File: src/rtl/redux_v_pkg.sv
// Shared definitions for the Redux-V core.
//   ADDR_W, INSTR_W : PC and instruction widths
//   RESET_PC        : PC value loaded on reset
//   fetch_state_e   : fetch sequencer encoding (2'd3 is illegal and recovers to S_IDLE)
package redux_v_pkg;

  localparam int            ADDR_W   = 8;
  localparam int            INSTR_W  = 8;
  localparam logic [7:0]    RESET_PC = 8'd0;

  typedef enum logic [1:0] {
    S_IDLE  = 2'd0,
    S_REQ   = 2'd1,
    S_VALID = 2'd2
  } fetch_state_e;

endpackage

File: src/rtl/fetch_unit.sv
// fetch_unit: owns the architectural PC and sequences instruction fetch.
// It issues one request per instruction, holds the fetched word for decode
// under a valid/ready handshake, and loads next_pc's result only on accept.
//
// Ports:
//   clk, rst     : clock, synchronous active-high reset
//   halt         : stop issuing fetches once the current instruction retires
//   next_pc_in   : next PC from the external next_pc block
//   cur_pc       : current PC register (feeds next_pc curPC)
//   imem_req     : request to instruction memory
//   imem_addr    : request address (always cur_pc)
//   imem_ack     : memory returns imem_data this cycle
//   imem_data    : instruction word from memory
//   instr        : registered instruction for decode
//   instr_valid  : instr holds a fetched, unaccepted instruction
//   instr_ready  : decode accepts instr this cycle
//   retired      : count of accepted instructions (wraps)
module fetch_unit
  import redux_v_pkg::fetch_state_e, redux_v_pkg::S_IDLE,
         redux_v_pkg::S_REQ, redux_v_pkg::S_VALID;
#(
  parameter int                ADDR_W   = redux_v_pkg::ADDR_W,
  parameter int                INSTR_W  = redux_v_pkg::INSTR_W,
  parameter logic [ADDR_W-1:0] RESET_PC = redux_v_pkg::RESET_PC,
  parameter int                CNT_W    = 16
) (
  input  logic               clk,
  input  logic               rst,
  input  logic               halt,
  input  logic [ADDR_W-1:0]  next_pc_in,
  output logic [ADDR_W-1:0]  cur_pc,
  output logic               imem_req,
  output logic [ADDR_W-1:0]  imem_addr,
  input  logic               imem_ack,
  input  logic [INSTR_W-1:0] imem_data,
  output logic [INSTR_W-1:0] instr,
  output logic               instr_valid,
  input  logic               instr_ready,
  output logic [CNT_W-1:0]   retired
);

  fetch_state_e state;

  // cur_pc only moves on accept, so it is stable for the whole request.
  assign imem_addr = cur_pc;

  // NOTE: all state is updated with non-blocking assignments so every
  // register samples the pre-edge values, matching the hardware it models.
  always_ff @(posedge clk) begin
    if (rst) begin
      state       <= S_IDLE;
      cur_pc      <= RESET_PC;
      instr       <= '0;
      instr_valid <= 1'b0;
      imem_req    <= 1'b0;
      retired     <= '0;
    end else begin
      case (state)
        S_IDLE: begin
          // A stale ack here is ignored: no request is outstanding.
          if (!halt) begin
            state    <= S_REQ;
            imem_req <= 1'b1;
          end
        end
        S_REQ: begin
          // halt is deliberately ignored; an issued fetch always completes.
          if (imem_ack) begin
            instr       <= imem_data;
            state       <= S_VALID;
            imem_req    <= 1'b0;
            instr_valid <= 1'b1;
          end
        end
        S_VALID: begin
          if (instr_ready) begin
            cur_pc      <= next_pc_in;
            retired     <= retired + 1'b1;
            instr_valid <= 1'b0;
            if (halt) begin
              state <= S_IDLE;
            end else begin
              state    <= S_REQ;
              imem_req <= 1'b1;
            end
          end
        end
        default: begin
          // Illegal encoding: drop back to a quiet idle.
          state       <= S_IDLE;
          imem_req    <= 1'b0;
          instr_valid <= 1'b0;
        end
      endcase
    end
  end

endmodule

File: config.mk
export PLATFORM = sky130hd
export DESIGN_NAME = fetch_unit
export DESIGN_NICKNAME = d
export VERILOG_FILES = /design/src/rtl/redux_v_pkg.sv /design/src/rtl/fetch_unit.sv
export SDC_FILE = /design/constraint.sdc
export NUM_CORES = 1
export LEC_CHECK = 0
export CAP_MARGIN = 10
export CORE_ASPECT_RATIO = 1.4
export CORE_MARGIN = 2
export CORE_UTILIZATION = 42
export CTS_CLUSTER_DIAMETER = 50
export DETAILED_ROUTE_END_ITERATION = 8
export PLACE_DENSITY = 0.81
export REMOVE_ABC_BUFFERS = 1
export SLEW_MARGIN = 10
export SYNTH_ARGS = -nofsm -noshare
export SYNTH_HDL_FRONTEND = slang
export SYNTH_SLANG_ARGS = --single-unit
export TNS_END_PERCENT = 1
File: constraint.sdc
create_clock -name clk -period 1.78 [get_ports clk]
set_clock_uncertainty 0.05 [all_clocks]
set_input_delay 0.445 -clock clk [delete_from_list [all_inputs] [get_ports clk]]
set_output_delay 0.445 -clock clk [all_outputs]
set_load 0.005 [all_outputs]
==> flow_metrics.tcl <==
set metrics [dict create \
    netlist_area_um2 1510 \
    synth.yosys.seq_area_share 0.476 \
    grt_pass1_vias 1350 \
    cts_root_buffer "clkbuf_8" \
    io_pins 63 \
    remaining_drc_errors 0 \
    fin_util 0.666 \
    fmaxAchievable_mhz 577 \
    portBuffers 62 \
    critical_path.max_fanout 4 \
    muxShareOfSynthArea 0 \
    nNetsFinal 265 \
    n_antenna_cell 0 \
    yosys.area_share.simple 0.261 \
    die_h_um 75.0 \
    cts.sinks 36 \
    layout_setup_ws_ps 46.6 \
    maxSlewViolCount 0 \
    synth_seq_cells 36 \
    dp.cells 276 \
    crit_required_ps 1280 \
    ctsHoldBuffers 0 \
    tritoncts "done" \
    num_vias 1442 \
    grt_setup_unrepaired "no" \
    cp-end-kind "output port" \
    leakage_nw 0.824 \
    design.die.area_um2 4110 \
    grt.overflow.total 0 \
    synthTopCellsByArea "dfxtp_1 (48%), a21oi_1 (9.6%), nand2_1 (9.4%)" \
    reg2reg_from "state[1]" \
    grt_antenna_before_repair 0 \
    placedInstanceArea_um2 2160 \
    worstPathArrival_ps 1240 \
    hpwl_um 2600 \
    status "finished, final reports clean" \
    finalHoldViolCount 0 \
    routed_wl_um 3420 \
    dr.first_iter.drc_count 8 \
    grt_pass1_wl_um 5830 \
    initial_core_util 0.444 \
    vdd.ir_drop.worst_v 0.000656 \
    synth-adder-area-share 0.00826 \
    cts_max_level 2 \
    synth_top_family_by_area "simple AND/OR/NAND/NOR gates" \
    tightest_slew_ps 351 \
    worstSetupPathType "reg2out" \
    synthArstFlopShare 0 \
    area_growth_pct 49.9 \
    r2r-end "retired[15]" \
    ys_types 31 \
    post_cts_buffers 0 \
    whs_path_depth 2 \
    numCtsBuffers 5 \
    grt_max_degree 21 \
    timing.final.crit_share 0.974 \
    design_area_um2 2270 \
    drive_gt1_frac 0.111 \
    r2r_setup_slack_ps 170 \
    fin_crit_ps 1730 \
    cts-resized-gates 2 \
    fin_cells 284 \
    gp_congestion 0.747 \
    cap_viol_max_count 0 \
    grt_usage 0.194 \
    netlist_instances 181 \
    syn-mean-instance-area_um2 8.36 \
    synth_compound_area_frac 0.132 \
    yosys_warnings 0 \
    yosys.area.top_type "dfxtp_1" \
    std_cell_rows 25 \
    critPathLaunchType "flip-flop" \
    yosysTopAreaCellShare 0.476 \
    first_pass_iters 4 \
    hold_end "instr[7]" \
    wire_per_inst_um 12.0 \
    min_from "instr[7]" \
    reg2reg_depth 4 \
    fp.dieW_um 54.7 \
    via_per_inst 5.08 \
    insertion_delay_ps 290 \
    path_clk_slew_ps 70 \
    powerDensity_nw_per_um2 691 \
    ant_nets 0 \
    hp-class "reg2reg" \
    post-place-ws_ps -333 \
    synth_edf_count 0 \
    n_fill_cell 283 \
    cts_buffer_depth 2 \
    synth-xor-area-share 0.0463 \
    maxSlewHeadroom 0.765 \
    synth_ff_type "dfxtp_1" \
    setup_violations 0 \
    core_um2 3410 \
]
==> cell usage after synthesis (2+ instances only) <==
master    count
a21oi_1      29
buf_2         2
buf_4        10
clkbuf_1      5
dfxtp_1      36
inv_1         3
nand2_1      38
nand3_1       6
nand3b_1      2
nand4_1       2
nor2_1       11
nor2b_1       2
o21ai_0       6
or3_1         6
xnor2_1       3
xor2_1        5
==> cells by family after synthesis <==
group                    count (synthesis)
XOR/XNOR                                 8
buffers and inverters                   20
AND/OR/NAND/NOR                         78
adder cells (fa/ha/maj)                  1
AO/OA/AOI/OAI                           38
flip-flops                              36
==> cell usage in the layout (no fill, tap or decap), types with 2 or more instances in the layout <==
cell type and count:
clkdlybuf4s50_1 61, nand2_1 38, dfxtp_1 30, a21oi_1 29
nor2_1 11, buf_4 10, o21ai_0 6, or3_1 6
clkbuf_8 6, dfxtp_2 6, nand3_1 5, xor2_1 5
xnor2_1 3, inv_1 3, nand3b_1 2, nand4_4 2
nand4_1 2, nor2b_1 2, clkbuf_1 2
==> metal layers <==
layer  wire, um  GRT usage  up-vias  share of wire
met5          0          0        -              0
met4         62     0.0833        0          0.018
met3        303     0.0952        7          0.089
met2       1730      0.300       48           0.51
met1       1320      0.224      657           0.39
li1           -          -      730              -
==> worst max-delay path, stage by stage (launching register included) <==
cell	delay, ps
dfxtp_1	330
buf_4	130
clkdlybuf4s50_1	500
==> state kept, by name, indices dropped and copies added, names as in the netlist <==
register and cells:
cur_pc 8, instr_valid 1, instr 8, state 2
retired 16, imem_req 1
==> worst max path at each step <==
stage | start | endpoint | slack [ps] | cells past startpoint
global placement | instr_ready | retired[15] | -260 | 5
CTS | retired[11] | retired[11] | 3 | 1
detailed placement | instr_ready | retired[15] | -330 | 5
global route | retired[3] | retired[3] | 10 | 2
finish | retired[3] | retired[3] | 50 | 2
floorplan | instr_ready | retired[15] | 60 | 4
==> final cells by class <==
class                   count  area (um2)  share of cell area
inverters                   3        11.3             0.00496
flip-flops and latches     36         728               0.321
multi-input cells         125         692               0.305
clock buffers               8        90.1              0.0397
well taps                  40        50.0              0.0221
repair buffers             72         698               0.308
==> power by group <==
group,switching (mW),internal (mW),total (mW)
logic,0.0547,0.0911,0.146
clock network,0.273,0.315,0.588
registers,0.0114,0.822,0.833
total,0.339,1.23,1.57
==> per-stage QoR <==
stage	hold slack (ps)	setup TNS, ps	total power [mW]
2_1_floorplan	397	0	0.890
3_3_place_gp	391	-2030	0.996
3_5_place_dp	398	-2610	0.998
4_1_cts	406	0	1.59
5_1_grt	424	0	1.64
6_report	402	0	1.57
Power figures use the tool's default switching activity.
